[src/rtl/id_ex_reg.sv]
// ---------------------------------------------------------------------------
// id_ex_reg
//   Pipeline register between the decode (ID) and execute (EX) stages of the
//   5-stage MIPS core. Every output is a flop; there is no combinational path
//   from any input to any output.
//
//   Each rising edge with rst=1 does one of three things, in this order:
//     stall[2]=1, stall[3]=0 : ID stalled while EX runs -> inject a bubble
//                              (all ex_* cleared, is_in_delayslot_o holds)
//     stall[2]=0             : normal advance (ex_* <= id_*,
//                              is_in_delayslot_o <= next_inst_in_delayslot_i)
//     stall[2]=1, stall[3]=1 : hold everything
//   Stall bits other than 2 and 3 have no effect.
//
//   Optional build macro ID_EX_FLUSH_EN adds a 'flush' input. A rising edge
//   with flush=1 clears every output, whatever the stall value. rst still
//   wins over flush.
//
// Ports:
//   clk                       rising-edge clock
//   rst                       asynchronous reset, active-low (0 = reset)
//   flush                     (ID_EX_FLUSH_EN only) synchronous clear
//   stall[5:0]                pipeline stall vector
//   id_*                      decoded fields from ID
//   next_inst_in_delayslot_i  next instruction sits in a delay slot
//   ex_*                      registered copies of id_* for EX
//   is_in_delayslot_o         registered next_inst_in_delayslot_i, back to ID
// ---------------------------------------------------------------------------
module id_ex_reg #(
  parameter int DATA_W     = 32,
  parameter int REG_ADDR_W = 5,
  parameter int ALUOP_W    = 8,
  parameter int ALUSEL_W   = 3
) (
  input  logic                  clk,
  input  logic                  rst,
`ifdef ID_EX_FLUSH_EN
  input  logic                  flush,
`endif
  input  logic [5:0]            stall,
  input  logic [ALUOP_W-1:0]    id_aluop,
  input  logic [ALUSEL_W-1:0]   id_alusel,
  input  logic [DATA_W-1:0]     id_reg1,
  input  logic [DATA_W-1:0]     id_reg2,
  input  logic [REG_ADDR_W-1:0] id_wd,
  input  logic                  id_wreg,
  input  logic [DATA_W-1:0]     id_link_address,
  input  logic                  id_is_in_delayslot,
  input  logic                  next_inst_in_delayslot_i,
  output logic [ALUOP_W-1:0]    ex_aluop,
  output logic [ALUSEL_W-1:0]   ex_alusel,
  output logic [DATA_W-1:0]     ex_reg1,
  output logic [DATA_W-1:0]     ex_reg2,
  output logic [REG_ADDR_W-1:0] ex_wd,
  output logic                  ex_wreg,
  output logic [DATA_W-1:0]     ex_link_address,
  output logic                  ex_is_in_delayslot,
  output logic                  is_in_delayslot_o
);

  // Everything that travels from ID to EX, grouped so that bubble, advance
  // and clear are single assignments. An all-zero bundle is a NOP bubble:
  // aluop/alusel = NOP and wreg = 0.
  typedef struct packed {
    logic [ALUOP_W-1:0]    aluop;
    logic [ALUSEL_W-1:0]   alusel;
    logic [DATA_W-1:0]     reg1;
    logic [DATA_W-1:0]     reg2;
    logic [REG_ADDR_W-1:0] wd;
    logic                  wreg;
    logic [DATA_W-1:0]     link_address;
    logic                  is_in_delayslot;
  } ex_bundle_t;

  ex_bundle_t id_d;
  ex_bundle_t ex_q;
  logic       dly_q;

  logic id_stall;
  logic ex_stall;
  logic do_flush;

  assign id_stall = stall[2];
  assign ex_stall = stall[3];

`ifdef ID_EX_FLUSH_EN
  assign do_flush = flush;
`else
  assign do_flush = 1'b0;
`endif

  assign id_d = '{
    aluop:           id_aluop,
    alusel:          id_alusel,
    reg1:            id_reg1,
    reg2:            id_reg2,
    wd:              id_wd,
    wreg:            id_wreg,
    link_address:    id_link_address,
    is_in_delayslot: id_is_in_delayslot
  };

  // NOTE: state registers use non-blocking assignments so every flop samples
  // the pre-edge values; blocking here would create order-dependent races.
  always_ff @(posedge clk or negedge rst) begin
    if (!rst) begin
      ex_q  <= '0;
      dly_q <= 1'b0;
    end else if (do_flush) begin
      ex_q  <= '0;
      dly_q <= 1'b0;
    end else if (id_stall && !ex_stall) begin
      // Bubble: EX gets a NOP; the delay-slot feedback to ID must survive
      // because ID is still holding the same instruction.
      ex_q  <= '0;
    end else if (!id_stall) begin
      ex_q  <= id_d;
      dly_q <= next_inst_in_delayslot_i;
    end
    // Both ID and EX stalled: every register keeps its value.
  end

  assign ex_aluop           = ex_q.aluop;
  assign ex_alusel          = ex_q.alusel;
  assign ex_reg1            = ex_q.reg1;
  assign ex_reg2            = ex_q.reg2;
  assign ex_wd              = ex_q.wd;
  assign ex_wreg            = ex_q.wreg;
  assign ex_link_address    = ex_q.link_address;
  assign ex_is_in_delayslot = ex_q.is_in_delayslot;
  assign is_in_delayslot_o  = dly_q;

endmodule

[config.mk]
export PLATFORM = sky130hd
export DESIGN_NAME = id_ex_reg
export DESIGN_NICKNAME = d
export VERILOG_FILES = /design/src/rtl/id_ex_reg.sv
export SDC_FILE = /design/constraint.sdc
export NUM_CORES = 1
export LEC_CHECK = 0
export CAP_MARGIN = 20
export CORE_AREA = 4 4 91 93
export CTS_CLUSTER_DIAMETER = 120
export CTS_CLUSTER_SIZE = 16
export DETAILED_ROUTE_END_ITERATION = 10
export DIE_AREA = 0 0 95 97
export DONT_BUFFER_PORTS = 1
export GPL_ROUTABILITY_DRIVEN = 1
export PLACE_DENSITY = 0.7
export SETUP_SLACK_MARGIN = 0.2
export SYNTH_ARGS = -nofsm -noshare
export SYNTH_HDL_FRONTEND = slang
export SYNTH_SLANG_ARGS = --single-unit
[constraint.sdc]
create_clock -name clk -period 2.25 [get_ports clk]
set_input_delay 0.5625 -clock clk [delete_from_list [all_inputs] [get_ports clk]]
set_output_delay 0.5625 -clock clk [all_outputs]
set_load 0.03 [all_outputs]
# --- Word level (Yosys, flattened, before mapping) ---
# Cells that the tools add are included.
classes:
  eq_ne: 1
  n_mux: 2
  bitwise: 2
  n_reduce_logical: 3
op_table:
  columns: ["operator", "n"]
  rows:
  - ["2-to-1 mux 114 bit", 2]
  - ["!= test 2 x 1 -> 1 bit (second input constant)", 1]
  - ["inverter 1 bit", 2]
  - ["AND reduction 2 bit", 1]
  - ["logical AND 1 bit", 1]
  - ["logical NOT 1 bit", 1]
totals:
  ff_bits: 115
  in_bits: 123
  out_inout_bits: 115
  word_cells: 17

# --- Depth between registers and ports, before layout ---
depth:
  word_depth: 4
  ltp_mapped: 5
  mapped_depth_nobuf: 2

# --- Worst setup path before layout ---
# OpenSTA, ideal clock, no wires.
synth_path:
  kind: "input to register"
  start: "input stall[3]"
  end: "register ex_q, in the netlist ex_link_address[28]"
  setup_time_ps: 121
  arrival_ps: 1269
  required_ps: 2129
  slack_ps: 860
  stages: 5
  cell_sequence: "and2_1 > buf_2 > buf_6 > buf_6 > a22o_1"
synth_via:
  elab_chain_cells: 3
  word_cells_on_any_way: 4
  classes_between: "1 x eq/ne; 1 x mux; 2 x reduce/logical"
synth_lines:
  columns: ["element", "line_no", "source"]
  rows:
  - ["start: declaration", "40", "input logic [5:0] stall,"]
  - ["logical NOT 1 bit *", "112", "end else if (id_stall && !ex_stall) begin"]
  - ["logical AND 1 bit *", "112", null]
  - ["!= test 2 x 1 -> 1 bit (no line) / 2-to-1 mux 114 bit (equally long branches)", null, null]
  - ["end signal: assignment", "117", "ex_q <= id_d;"]
  - ["end: declaration", "76", "ex_bundle_t ex_q;"]
# Every way passes the cells marked *; elsewhere a longest branch is shown, timed or not.
# A chain may end at the register's enable or synchronous reset.

# --- Final worst setup path ---
layout_path:
  start: "register ex_q, in the netlist ex_link_address[12]"
  end: "output ex_link_address[12]"
layout_rtl:
  columns: ["element", "line_no", "source"]
  rows:
  - ["end: declaration", "56", "output logic [DATA_W-1:0] ex_link_address,"]
# No word-level cell between the ends.

==> load_flow_metrics.sql <==
INSERT INTO impl_metrics (metric_group, metric, value, unit) VALUES
('die', 'die_h', '97', 'microns'),
('final_layout', 'register_area', '2880', 'sq um'),
('clock_network', 'cts_tree', 'built', ''),
('power_and_ir_drop', 'power_density_of_the_placed_cells', '1200', 'nW/um^2'),
('die', 'floorplan.core_area', '7530', 'sq um'),
('global_route', 'number_of_antenna_violations_at_the_first_check_in_global_routing', '1', ''),
('yosys', 'synth.most_common_cell', 'sky130_fd_sc_hd__dfrtp_1', ''),
('final_layout', 'multi_input_area', '1020', 'sq um'),
('power_and_ir_drop', 'ir_drop', '0.558', 'mV'),
('outcome', 'run_status', 'finished with violations', ''),
('placed_design', 'gp_routability_congestion', '0.748', ''),
('sta', 'timing.final.crit_share', '0.711', ''),
('route', 'drt_via_density', '6.27', ''),
('sta', 'setup_viol', '0', ''),
('yosys', 'synth_fp_nets', '380', ''),
('clock_network', 'ctsHtreeMaxLevel', '4', ''),
('yosys', 'synth_area_leaders', 'sky130_fd_sc_hd__dfrtp_1 (71%), sky130_fd_sc_hd__a22o_1 (25%), sky130_fd_sc_hd__buf_6 (1.9%)', ''),
('yosys', 'syn_inst', '257', ''),
('clock_network', 'post-cts-setup-buffers', '0', ''),
('power_and_ir_drop', 'power', '5.64', 'mW'),
('clock_network', 'numClockSinks', '115', ''),
('critical_path', 'cp.arrival', '1.04', 'ns'),
('hold_path', 'timing.hold.worst.class', 'input pin to asynchronous set/reset pin', ''),
('die', 'placement_rows', '32', ''),
('yosys', 'synth.largest_area_cell', 'sky130_fd_sc_hd__dfrtp_1', ''),
('global_route', 'first_global_vias', '2489', ''),
('route', 'post-route-drc-count', '0', ''),
('die', 'chipWidth', '95', 'microns'),
('route', 'post_drt_wl_per_cell', '24.8', 'microns'),
('critical_path', 'worst_r2r_path_depth', '1', ''),
('placed_design', 'place.port_buffers', '0', ''),
('yosys', 'synth-async-reset-ratio', '1.00', ''),
('clock_network', 'clk_latency', '0.48', 'ns'),
('sta', 'final.min_clock_period', '1.60', 'ns'),
('route', 'dr.first_iter.drc_count', '99', ''),
('final_layout', 'layout.filler_cells', '557', ''),
('sta', 'timing.final.hold_violations', '115', ''),
('yosys', 'mapped_avg_cell_area', '15.8', 'sq um'),
('sta', 'rsz_0062_raised_after_global_routing', 'no', ''),
('critical_path', 'timing.critical_path.from_type', 'flop', ''),
('critical_path', 'endpoint_kind', 'output port', ''),
('yosys', 'synth_area', '4060', 'sq um'),
('sta', 'fin_setup_tns', '0', 'ns'),
('yosys', 'yosysWarnings', '0', ''),
('outcome', 'failed_checks', 'negative hold slack', ''),
('die', 'initial_utilization', '0.539', ''),
('job', 'max-cap-violations', '0', ''),
('final_layout', 'final_layout_size_suffix_gt1_frac', '0.142', ''),
('sta', 'max_freq', '625', 'MHz'),
('final_layout', 'final_util', '0.626', ''),
('yosys', 'synth_sequential_area_ratio', '0.709', ''),
('critical_path', 'internal_reg_to_reg_setup_slack', '1.34', 'ns'),
('global_route', 'grt_first_pass_wirelength', '13700', 'microns'),
('clock_network', 'number_of_buffers_between_clock_root_and_the_deepest_sink', '2', ''),
('route', 'detail_route.first_pass.iterations', '4', ''),
('route', 'ant_nets', '0', ''),
('sta', 'maxSlewViolCount', '0', ''),
('placed_design', 'place.detailed.hpwl', '6190', 'microns'),
('placed_design', 'placed_cell_area', '4080', 'sq um'),
('yosys', 'synth.ff_latch_count', '115', ''),
('clock_network', 'cts-resized-gates', '0', ''),
('global_route', 'gr-usage-all-layers', '0.200', ''),
('global_route', 'globalRoute.totalOverflow', '0', ''),
('sta', 'worst-slew-pin-transition', '0.491', 'ns'),
('critical_path', 'timing.critical_path.depth', '0', ''),
('yosys', 'synth_cell_types', '9', ''),
('power_and_ir_drop', 'leakagePower', '2.18', 'nW'),
('clock_network', 'cts_root_buf', 'sky130_fd_sc_hd__clkbuf_8', ''),
('sta', 'hold_ws', '-0.229', 'ns'),
('yosys', 'leading_register_cell_type_out_of_synthesis', 'sky130_fd_sc_hd__dfrtp_1', ''),
('global_route', 'grt_max_degree', '116', '');
==> power breakdown <==
| part | total, mW | switching [mW] | internal (mW) | leakage (nW) |
|---|---|---|---|---|
| sequential | 2.64 | 0.428 | 2.22 | 1.45 |
| clock | 2.77 | 0.884 | 1.89 | 0.303 |
| combinational | 0.224 | 0.0991 | 0.125 | 0.431 |
| total | 5.64 | 1.41 | 4.23 | 2.18 |
==> cells by family (layout without fill, tap and decap cells) <==
family	count (synthesis)	after routing	share of synthesized area
AOI/OAI and AO/OA	114	114	0.246
buffers and inverters	26	36	0.0401
DFF	115	115	0.709
muxes	1	1	0.00278
and+or+nand+nor	1	1	0.00154
==> layer usage <==
layer / GRT usage / wire, microns / vias up
met5: 0 / 14 / -
met2: 0.291 / 4340 / 164
li1: - / - / 986
met3: 0.0980 / 1140 / 16
met4: 0.0877 / 163 / 2
met1: 0.252 / 3510 / 1146
==> worst paths after layout <==
kind                                                 start                         endpoint
max                        ex_link_address[12]$_DFFE_PN0P_              ex_link_address[12]
min                                                    rst          ex_reg2[13]$_DFFE_PN0P_
max reg2reg                  is_in_delayslot_o$_DFFE_PN0P_    is_in_delayslot_o$_DFFE_PN0P_
min reg2reg                        ex_reg1[11]$_DFFE_PN0P_          ex_reg1[11]$_DFFE_PN0P_
max in group asynchronous                              rst  ex_link_address[22]$_DFFE_PN0P_
min in group clk                                  id_wd[2]             ex_wd[2]$_DFFE_PN0P_
==> registers in the layout, indices dropped and copies added, names as in the netlist <==
name	flops
ex_alusel	3
ex_reg2	32
ex_wd	5
ex_link_address	32
ex_is_in_delayslot	1
ex_aluop	8
ex_wreg	1
is_in_delayslot_o	1
ex_reg1	32
==> cells in the final DEF (no fill, tap or decap) <==
cell type,netlist,layout
sky130_fd_sc_hd__bufinv_16,0,4
sky130_fd_sc_hd__clkbuf_16,0,16
sky130_fd_sc_hd__buf_4,1,1
sky130_fd_sc_hd__mux2_2,1,1
sky130_fd_sc_hd__clkbuf_8,0,4
sky130_fd_sc_hd__buf_12,0,2
sky130_fd_sc_hd__dfrtp_1,115,115
sky130_fd_sc_hd__clkinv_4,0,3
sky130_fd_sc_hd__and2_4,0,1
sky130_fd_sc_hd__clkinvlp_4,0,3
sky130_fd_sc_hd__clkinv_2,0,3
sky130_fd_sc_hd__a22o_1,114,114
==> final cells by class <==
type                            count  area share
Clock inverter                     12      0.0380
Clock buffer                       20      0.0967
Timing Repair Buffer                3      0.0101
Sequential cell                   115       0.611
Multi-Input combinational cell    116       0.216
Inverter                            1     0.00106
Tap cell                          102      0.0271
==> metrics by stage <==
step                      instances  worst slack [ns]
after CTS                       369             0.616
after floorplan                 257             0.860
final                           369             0.651
after global placement          337             0.886
after detailed placement        337             0.861
after global routing            369             0.604
No activity file was read; power rests on OpenSTA's default activity.
